<file path="config.mk">
export PLATFORM = sky130hd
export DESIGN_NAME = step_accumulator_bank_flat
export DESIGN_NICKNAME = d
export VERILOG_FILES = /design/src/rtl/step_accumulator_pkg.sv /design/src/rtl/step_accumulator_bank_if.sv /design/src/rtl/step_accumulator_bank_sat_addsub.sv /design/src/rtl/step_accumulator_bank.sv /design/src/flat_wrapper.sv
export SDC_FILE = /design/constraint.sdc
export NUM_CORES = 1
export LEC_CHECK = 0
export ABC_AREA = 1
export BUFFER_PORTS_ARGS = -buffer_cell sky130_fd_sc_hd__buf_2
export CAP_MARGIN = 20
export CORE_MARGIN = 4
export CORE_UTILIZATION = 50
export CTS_CLUSTER_DIAMETER = 80
export DETAILED_ROUTE_END_ITERATION = 8
export PLACE_DENSITY_LB_ADDON = 0.05
export REMOVE_ABC_BUFFERS = 1
export SYNTH_ARGS = -nofsm -noshare
export SYNTH_HDL_FRONTEND = slang
export SYNTH_SLANG_ARGS = --single-unit
</file>
<file path="constraint.sdc">
create_clock -name clock -period 5.1 [get_ports clock]
set_input_delay 1.02 -clock clock [delete_from_list [all_inputs] [get_ports clock]]
set_output_delay 1.02 -clock clock [all_outputs]
set_load 0.005 [all_outputs]
</file>
<file path="src/rtl/step_accumulator_pkg.sv">
// Shared types for the step accumulator bank: command opcodes, FSM states and
// the channel-index width helper used by both the interface and the top.
package step_accumulator_pkg;

  typedef enum logic [1:0] {
    OP_ADD       = 2'd0,
    OP_SUB       = 2'd1,
    OP_LOAD      = 2'd2,
    OP_CLEAR_ALL = 2'd3
  } cmd_op_e;

  typedef enum logic {
    S_IDLE  = 1'b0,
    S_SWEEP = 1'b1
  } state_e;

  // Channel index width; never zero so a single-channel bank still has a chan field.
  function automatic int unsigned cidx_width(int unsigned n);
    return (n > 1) ? $clog2(n) : 1;
  endfunction

endpackage

</file>
<file path="src/rtl/step_accumulator_bank_if.sv">
// Single-beat command channel (valid/ready) into the accumulator bank.
interface step_accumulator_bank_if
  import step_accumulator_pkg::*;
#(
  parameter int unsigned WIDTH    = 8,
  parameter int unsigned CHANNELS = 4
);
  localparam int unsigned CIDX = cidx_width(CHANNELS);

  logic            cmd_valid;
  logic            cmd_ready;
  logic [1:0]      cmd_op;
  logic [CIDX-1:0] cmd_chan;
  logic [WIDTH-1:0] cmd_data;

  modport master (
    output cmd_valid,
    output cmd_op,
    output cmd_chan,
    output cmd_data,
    input  cmd_ready
  );

  modport slave (
    input  cmd_valid,
    input  cmd_op,
    input  cmd_chan,
    input  cmd_data,
    output cmd_ready
  );

endinterface

</file>
<file path="src/rtl/step_accumulator_bank_sat_addsub.sv">
// Combinational WIDTH-bit add/subtract with optional clamping. The flag is the
// carry (add) or borrow (sub) out of a WIDTH+1-bit operation.
module sat_addsub #(
  parameter int unsigned WIDTH    = 8,
  parameter bit          SATURATE = 1'b0
) (
  input  logic [WIDTH-1:0] a,
  input  logic [WIDTH-1:0] b,
  input  logic             sub,
  output logic [WIDTH-1:0] result,
  output logic             flag
);

  logic [WIDTH:0] ext;

  // Extended arithmetic, then wrap or clamp depending on SATURATE.
  always_comb begin
    ext    = sub ? ({1'b0, a} - {1'b0, b}) : ({1'b0, a} + {1'b0, b});
    flag   = ext[WIDTH];
    result = ext[WIDTH-1:0];
    if (SATURATE && flag) begin
      result = sub ? '0 : '1;
    end
  end

endmodule

</file>
<file path="src/rtl/step_accumulator_bank.sv">
// Bank of CHANNELS accumulators: per-channel STEP ticks, single-beat
// ADD/SUB/LOAD commands and a one-channel-per-cycle CLEAR_ALL sweep.
module step_accumulator_bank
  import step_accumulator_pkg::*;
#(
  parameter int unsigned WIDTH    = 8,
  parameter int unsigned CHANNELS = 4,
  parameter int unsigned STEP     = 3,
  parameter bit          SATURATE = 1'b0
) (
  input  logic                      clock,
  input  logic                      reset,
  input  logic [CHANNELS-1:0]       tick_en,
  step_accumulator_bank_if.slave    cmd,
  output logic [CHANNELS*WIDTH-1:0] acc_out,
  output logic [CHANNELS-1:0]       ovf_out,
  output logic                      busy
);

  localparam int unsigned    CIDX    = cidx_width(CHANNELS);
  localparam logic [WIDTH-1:0] StepVal = WIDTH'(STEP);

  state_e            state_q, state_d;
  logic [CIDX-1:0]   idx_q, idx_d;
  logic [WIDTH-1:0]  acc_q [CHANNELS];
  logic [WIDTH-1:0]  acc_d [CHANNELS];
  logic [CHANNELS-1:0] ovf_q, ovf_d;

  logic [WIDTH-1:0]    tick_res [CHANNELS];
  logic [CHANNELS-1:0] tick_flag;

  logic [WIDTH-1:0]    cmd_a, cmd_res;
  logic                cmd_flag, cmd_sub, accept;
  logic [CHANNELS-1:0] chan_hit;
  cmd_op_e             op;

  // One tick adder per channel so every channel can step in the same cycle.
  for (genvar g = 0; g < CHANNELS; g++) begin : g_tick
    sat_addsub #(
      .WIDTH    (WIDTH),
      .SATURATE (SATURATE)
    ) u_tick (
      .a      (acc_q[g]),
      .b      (StepVal),
      .sub    (1'b0),
      .result (tick_res[g]),
      .flag   (tick_flag[g])
    );
  end

  // Shared command-path adder operating on the addressed channel.
  sat_addsub #(
    .WIDTH    (WIDTH),
    .SATURATE (SATURATE)
  ) u_cmd (
    .a      (cmd_a),
    .b      (cmd.cmd_data),
    .sub    (cmd_sub),
    .result (cmd_res),
    .flag   (cmd_flag)
  );

  // Decode the target channel; out-of-range indices hit nothing and are ignored.
  always_comb begin
    chan_hit = '0;
    cmd_a    = '0;
    for (int i = 0; i < CHANNELS; i++) begin
      if (cmd.cmd_chan == CIDX'(i)) begin
        chan_hit[i] = 1'b1;
        cmd_a       = acc_q[i];
      end
    end
  end

  assign op      = cmd_op_e'(cmd.cmd_op);
  assign cmd_sub = (op == OP_SUB);
  assign accept  = cmd.cmd_valid && (state_q == S_IDLE);

  // Next-state logic: ticks first, then an accepted command overrides its channel.
  always_comb begin
    state_d       = state_q;
    idx_d         = idx_q;
    acc_d         = acc_q;
    ovf_d         = ovf_q;
    cmd.cmd_ready = 1'b0;
    busy          = 1'b0;
    unique case (state_q)
      S_IDLE: begin
        cmd.cmd_ready = 1'b1;
        for (int i = 0; i < CHANNELS; i++) begin
          if (tick_en[i]) begin
            acc_d[i] = tick_res[i];
            ovf_d[i] = ovf_q[i] | tick_flag[i];
          end
        end
        if (accept) begin
          unique case (op)
            OP_ADD, OP_SUB: begin
              for (int i = 0; i < CHANNELS; i++) begin
                if (chan_hit[i]) begin
                  acc_d[i] = cmd_res;
                  ovf_d[i] = ovf_q[i] | cmd_flag;
                end
              end
            end
            OP_LOAD: begin
              for (int i = 0; i < CHANNELS; i++) begin
                if (chan_hit[i]) begin
                  acc_d[i] = cmd.cmd_data;
                  ovf_d[i] = 1'b0;
                end
              end
            end
            OP_CLEAR_ALL: begin
              state_d = S_SWEEP;
              idx_d   = '0;
            end
            default: ;
          endcase
        end
      end
      S_SWEEP: begin
        busy = 1'b1;
        for (int i = 0; i < CHANNELS; i++) begin
          if (idx_q == CIDX'(i)) begin
            acc_d[i] = '0;
            ovf_d[i] = 1'b0;
          end
        end
        if (idx_q == CIDX'(CHANNELS - 1)) begin
          state_d = S_IDLE;
          idx_d   = '0;
        end else begin
          idx_d = idx_q + 1'b1;
        end
      end
      default: state_d = S_IDLE;
    endcase
  end

  // State registers with asynchronous clear.
  always_ff @(posedge clock or posedge reset) begin
    if (reset) begin
      state_q <= S_IDLE;
      idx_q   <= '0;
      ovf_q   <= '0;
      for (int i = 0; i < CHANNELS; i++) begin
        acc_q[i] <= '0;
      end
    end else begin
      state_q <= state_d;
      idx_q   <= idx_d;
      ovf_q   <= ovf_d;
      acc_q   <= acc_d;
    end
  end

  // Flatten the accumulator array onto the output bus.
  always_comb begin
    acc_out = '0;
    for (int i = 0; i < CHANNELS; i++) begin
      acc_out[i*WIDTH +: WIDTH] = acc_q[i];
    end
  end

  assign ovf_out = ovf_q;

endmodule

</file>
<file path="src/flat_wrapper.sv">
// flat-port wrapper written by rule: the top's interface ports become plain ports
module step_accumulator_bank_flat import step_accumulator_pkg::*;
#(
  parameter int unsigned WIDTH    = 8,
  parameter int unsigned CHANNELS = 4,
  parameter int unsigned STEP     = 3,
  parameter bit          SATURATE = 1'b0
)
  (clock, reset, tick_en, acc_out, ovf_out, busy, cmd_cmd_valid, cmd_cmd_op, cmd_cmd_chan, cmd_cmd_data, cmd_cmd_ready);
  step_accumulator_bank_if #(.WIDTH(WIDTH), .CHANNELS(CHANNELS)) cmd_i ();
  input  logic clock;
  input  logic reset;
  input  logic [CHANNELS-1:0] tick_en;
  output logic [CHANNELS*WIDTH-1:0] acc_out;
  output logic [CHANNELS-1:0] ovf_out;
  output logic busy;
  input wire logic [$bits(cmd_i.cmd_valid)-1:0] cmd_cmd_valid;
  input wire logic [$bits(cmd_i.cmd_op)-1:0] cmd_cmd_op;
  input wire logic [$bits(cmd_i.cmd_chan)-1:0] cmd_cmd_chan;
  input wire logic [$bits(cmd_i.cmd_data)-1:0] cmd_cmd_data;
  output wire logic [$bits(cmd_i.cmd_ready)-1:0] cmd_cmd_ready;
  assign cmd_i.cmd_valid = cmd_cmd_valid;
  assign cmd_i.cmd_op = cmd_cmd_op;
  assign cmd_i.cmd_chan = cmd_cmd_chan;
  assign cmd_i.cmd_data = cmd_cmd_data;
  assign cmd_cmd_ready = cmd_i.cmd_ready;
  step_accumulator_bank #(.WIDTH(WIDTH), .CHANNELS(CHANNELS), .STEP(STEP), .SATURATE(SATURATE)) u_core (.clock(clock), .reset(reset), .tick_en(tick_en), .cmd(cmd_i), .acc_out(acc_out), .ovf_out(ovf_out), .busy(busy));
endmodule
</file>
Yosys cells after proc, flatten, opt, wreduce, memory -nomap -nowiden
Index checks and enable logic that the tools add are counted.
- logic and storage cells: 104
- register bits: 39
- equality and inequality tests: 15
- bitwise operators: 9
- reductions and logical operators: 6
- mux-type cells: 57
- $add $sub $neg: 7
- operators with widths (cell ; count):
    8-bit two-way mux ; 20
    32-bit one-hot mux with 2 select lines ; 2
    8-bit by 2-bit adder with 9-bit output (second input constant) ; 4
    32-bit two-way mux ; 1
    1-bit two-way mux ; 25
    4-bit one-hot mux with 2 select lines ; 2
    2-bit == test (second input constant) ; 6
    2-bit != test (second input constant) ; 5
    8-bit by 8-bit adder with 9-bit output ; 1
    9-bit two-way mux ; 1
    8-bit by 8-bit subtractor with 9-bit output ; 1
    1-bit bitwise OR ; 8
    2-bit by 1-bit == test with 1-bit output (second input constant) ; 3
    2-bit zero test ; 3
    2-bit two-way mux ; 3
    4-bit two-way mux ; 1
    2-bit one-hot mux with 2 select lines ; 1
    2-bit by 1-bit adder with 2-bit output (second input constant) ; 1
    2-bit by 1-bit != test with 1-bit output (second input constant) ; 1
    1-bit one-hot mux with 2 select lines ; 1
    2-bit AND reduction ; 1
    2-bit OR reduction ; 1
    1-bit logical AND ; 1
    1-bit NOT ; 1

Logic depth before layout (Yosys ltp)
- depth after elaboration: 12
- gate-level depth with buffers: 19
- mapped depth without buffers: 19

By module
From an unflattened synthesis, not the netlist that was laid out.
- cells, all modules: 1109
- area total of the unflattened synthesis: 6148.4 µm²
- by module, submodules not included (module ; cells each ; times used ; area each (µm²) ; seq. area each (µm²)):
    sat_addsub ; 121 ; 5 ; 636.9 ; 0.0
    step_accumulator_bank ; 504 ; 1 ; 2964.1 ; 975.9

Least setup slack after synthesis
No wires, ideal clock.
- path type: in2reg
- start point: input cmd_cmd_chan[1]
- end point: register u_core.acc_q, in the netlist u_core.acc_out[30]
- slack: 1991 ps
- stages on the path: 18
- data required time: 4973 ps
- setup time: 127 ps
- arrival time: 2982 ps
- cells stage by stage: nor2_1 > inv_2 > buf_2 > o22ai_1 > a221oi_1 > ha_1 > inv_1 > fa_1 > nand3_1 > nand3_1 > nand3_1 > nand2_1 > nand2_1 > nand3_1 > nand2_1 > nand2_1 > nand2_1 > o21ai_0
- word-level cells in the longest chain between the ends: 11
- elaborated cells between the ends (all ways): 17
- RTL lines (item ; RTL line ; source):
    start, declared ; flat_wrapper.sv:19 ; input wire logic [$bits(cmd_i.cmd_chan)-1:0] cmd_cmd_chan;
    2-bit zero test ; step_accumulator_bank.sv:68 ; if (cmd.cmd_chan == CIDX'(i)) begin
    8-bit two-way mux (4 in a row) ; step_accumulator_bank.sv:68 ;
    8-bit by 8-bit adder with 9-bit output / 8-bit by 8-bit subtractor with 9-bit output (equally long branches) ; step_accumulator_bank_sat_addsub.sv:18 ; ext = sub ? ({1'b0, a} - {1'b0, b}) : ({1'b0, a} + {1'b0, b});
    9-bit two-way mux ; step_accumulator_bank_sat_addsub.sv:18 ;
    8-bit two-way mux ; step_accumulator_bank.sv:100 ; if (chan_hit[i]) begin
    32-bit one-hot mux with 2 select lines (*) ; step_accumulator_bank.sv:97 ; unique case (op)
    32-bit two-way mux (*) ; step_accumulator_bank.sv:96 ; if (accept) begin
    32-bit one-hot mux with 2 select lines (*) ; step_accumulator_bank.sv:87 ; unique case (state_q)
    end signal, assigned by index ; step_accumulator_bank.sv:148 ; acc_q[i] <= '0;
    end signal, assigned ; step_accumulator_bank.sv:154 ; acc_q <= acc_d;
    end, declared ; step_accumulator_bank.sv:25 ; logic [WIDTH-1:0] acc_q [CHANNELS];
Mark *: on every way between the ends. The rest lies on a longest branch, timed or not.
A chain may end at the register's enable or synchronous reset.

Final worst setup path
- start point: input cmd_cmd_chan[0]
- end point: register u_core.ovf_q[1], in the netlist u_core.ovf_out[1]
- word-level cells in the longest chain between the ends: 12
- elaborated cells between the ends (all ways): 18
- RTL lines (item ; RTL line ; source):
    2-bit zero test ; step_accumulator_bank.sv:68 ;
    8-bit two-way mux (4 in a row) ; step_accumulator_bank.sv:68 ;
    8-bit by 8-bit adder with 9-bit output / 8-bit by 8-bit subtractor with 9-bit output (equally long branches) ; step_accumulator_bank_sat_addsub.sv:18 ;
    9-bit two-way mux ; step_accumulator_bank_sat_addsub.sv:18 ;
    1-bit bitwise OR ; step_accumulator_bank.sv:102 ; ovf_d[i] = ovf_q[i] | cmd_flag;
    1-bit two-way mux ; step_accumulator_bank.sv:100 ;
    4-bit one-hot mux with 2 select lines (*) ; step_accumulator_bank.sv:97 ;
    4-bit two-way mux (*) ; step_accumulator_bank.sv:96 ;
    4-bit one-hot mux with 2 select lines (*) ; step_accumulator_bank.sv:87 ;
    end signal, assigned ; step_accumulator_bank.sv:153 ; ovf_q <= ovf_d;
    end, declared ; step_accumulator_bank.sv:27 ; logic [CHANNELS-1:0] ovf_q, ovf_d;
Marked as above.

==> out/qor.yml <==
run_status:
  status: "complete, no violations"
sta:
  finalMaxSlewViolations: 0
  hold_violations: 0
  fmax_mhz: 282
  maxSlewHeadroom_pct: 57.4
  skew_ns: 0.00505
  fin_crit_sh_pct: 69.5
  worst_slew_pin_slew_ns: 0.638
  post-route-min-period_ns: 3.55
  rsz0062_at_grt: "no"
  finalSetupTns_ns: 0
  setup_violations: 0
final_layout:
  diodes: 0
  fin_nets: 664
  synthToLayoutAreaGrowth_pct: 12.3
  mostFrequentLayoutCell: "nand2_1"
  fin_util_pct: 57.7
  fillCellCount: 745
  drive_gt1_share_pct: 16.9
  seqCellArea_um2: 976
  final_cell_mix: "149 x nand2_1, 79 x inv_1, 56 x buf_2"
  multi_input_area_mm2: 0.00235
global_route:
  grt_pass1_wl_mm: 20.0
  antenna_found_initial: 0
  grt_pass1_vias: 3820
  grt_util_all_layers_pct: 29.4
  grt_max_degree: 40
  grt-ovfl-total: 0
route:
  first_pass_iters: 5
  drt_iter0_drc: 398
  viasPerCell: 5.63
  routedWlPerCell_um: 17.4
  drc: 0
  wl_mm: 12.7
  ant_nets: 0
  dr_total_vias: 4085
cts:
  ctsResizeCount: 0
  insertion_delay_ns: 0.30
  clkSinkCount: 39
  postCtsSetupBuffers: 0
  cts_tree: "built"
  cts_made_buffers: 5
  root_buffer: "clkbuf_8"
  hold_buffers: 0
  h-tree-depth: 2
  clkTransAtPathRegs_ns: 0.08
  clockBufferDepth: 2
synthesis:
  async_reset_ff_share_pct: 100
  synth_edf_count: 0
  avgSynthCellArea_um2: 6.54
  ys_top_cells_by_area: "dfrtp_1 26%, nand2_1 15%, inv_1 8.0%, o21ai_0 6.3%, nand3_1 5.9%"
  netlist.area_leader.share_pct: 26.2
  syn_inst: 570
  synth_ff_type: "dfrtp_1"
  synth_area_leader_cell: "dfrtp_1"
  ys_warn_count: 0
  synth_area_mm2: 0.00373
  ys_seq_elements: 39
  yosysUniqueCellTypes: 41
  seq_area_frac_synth_pct: 26.2
setup_path:
  r2r_cells: 17
  crit_path_end_kind: "flip-flop"
  worst_setup_path_start_kind: "primary input"
  crit_arrival_ns: 3.78
  crit_fanout: 19
  reg2reg_setup_slack_ns: 2.34
  critPathRequiredTime_ns: 5.34
  crit_type: "in -> reg"
floorplanning:
  ioPinCount: 57
  core.rowCount: 31
  dieArea_mm2: 0.00890
  coreArea_mm2: 0.00725
  die_x_um: 94.4
  die_h_um: 94.4
  start_util_pct: 51.4
min_path:
  hp-class: "reg -> reg"
  min_path_cells: 2
power:
  p_per_area_mw_per_mm2: 499
  peakVddDrop_v: 0.000234
  leakagePower_nw: 2.15
placed_design:
  gp_congestion: 0.984
  port_buffers: 56
  place_hpwl_mm: 9.81
flow_run:
  cap_violations: 0
## power breakdown
group | switching [mW] | internal [mW]
Clock | 0.115 | 0.106
Sequential | 0.149 | 0.440
Combinational | 0.826 | 0.453
## cell families (layout without fill, tap and decap cells)
group | count (synthesis) | after routing | synth area share [%]
buffers and inverters | 103 | 160 | 10.9
AO/OA/AOI/OAI | 119 | 119 | 18.2
adder cells (fa/ha/maj) | 18 | 18 | 6.24
XOR/XNOR | 24 | 24 | 5.64
flip-flops | 39 | 39 | 26.2
AND/OR/NAND/NOR | 267 | 267 | 32.8
## stage by stage
stage               hold WS (ns)  instance area, um2  setup WS, ns  cells  power [mW]
floorplan                  0.494                3680          2.03    562        1.40
global route               0.569                4190          1.28    726        2.27
CTS                        0.523                4190          1.63    726        2.08
global placement           0.492                4100          1.33    719        1.84
detailed placement         0.506                4100          1.32    719        1.85
finish                     0.518                4190          1.55    726        2.09
## synthesized netlist by cell type, types with 2 or more instances
cell and count:
a21oi_1 25, a31oi_1 7, and2_1 2, buf_2 2
buf_4 2, clkbuf_1 3, dfrtp_1 39, ha_1 17
inv_1 79, inv_2 15, nand2_1 149, nand2_2 2
nand3_1 44, nand4_1 8, nor2_1 33, nor2_2 10
nor2_4 7, nor2_8 2, nor3_1 6, o21ai_0 47
o21ai_1 4, o221ai_1 4, o22ai_1 21, o31ai_1 3
xnor2_1 3, xor2_1 21
## layout make-up
type / instances / share of cell area [%]
sequential: 39 / 23.3
inverter: 95 / 8.57
clock buffer: 6 / 1.97
tap: 99 / 2.96
clock inverter: 1 / 0.120
multi-input combinational: 428 / 56.0
timing repair buffer: 58 / 7.05
## worst max-delay path, cell delays in order
cell,delay [ns]
buf_2,0.14
nand2_2,0.33
inv_2,0.19
a221oi_1,0.33
ha_1,0.20
inv_1,0.06
fa_1,0.41
nand3_1,0.13
nand3_1,0.13
nand2_1,0.12
nand2_1,0.06
nand2_1,0.07
nand3_1,0.23
nand2_1,0.12
nand2_1,0.05
nand2_1,0.06
nand2_1,0.05
nand2_1,0.08
## registers in the layout (all words and copies together), names as in the netlist
| signal | count |
|---|---|
| u_core.acc_out | 32 |
| u_core.ovf_out | 4 |
| u_core.idx_q | 2 |
| u_core.state_q | 1 |
## path summary, 6_finish.rpt
check | start | end
max reg2reg | u_core.acc_out[0] | u_core.ovf_out[1]
min | u_core.ovf_out[3] | u_core.ovf_out[3]
min in group asynchronous | reset | u_core.acc_out[0]
max | cmd_cmd_chan[0] | u_core.ovf_out[1]
max in group asynchronous | reset | u_core.acc_out[29]
min reg2reg | u_core.ovf_out[3] | u_core.ovf_out[3]
## layer usage
layer	track usage [%]	routed length (um)	share of wire, %	up-vias
met2	44.7	5680	45	172
li1	-	-	-	1987
met1	42.5	5640	45	1899
met5	0	0	0	-
met4	9.99	340	2.7	0
met3	4.30	1000	7.9	27
No activity file was read; power rests on OpenSTA's default activity.
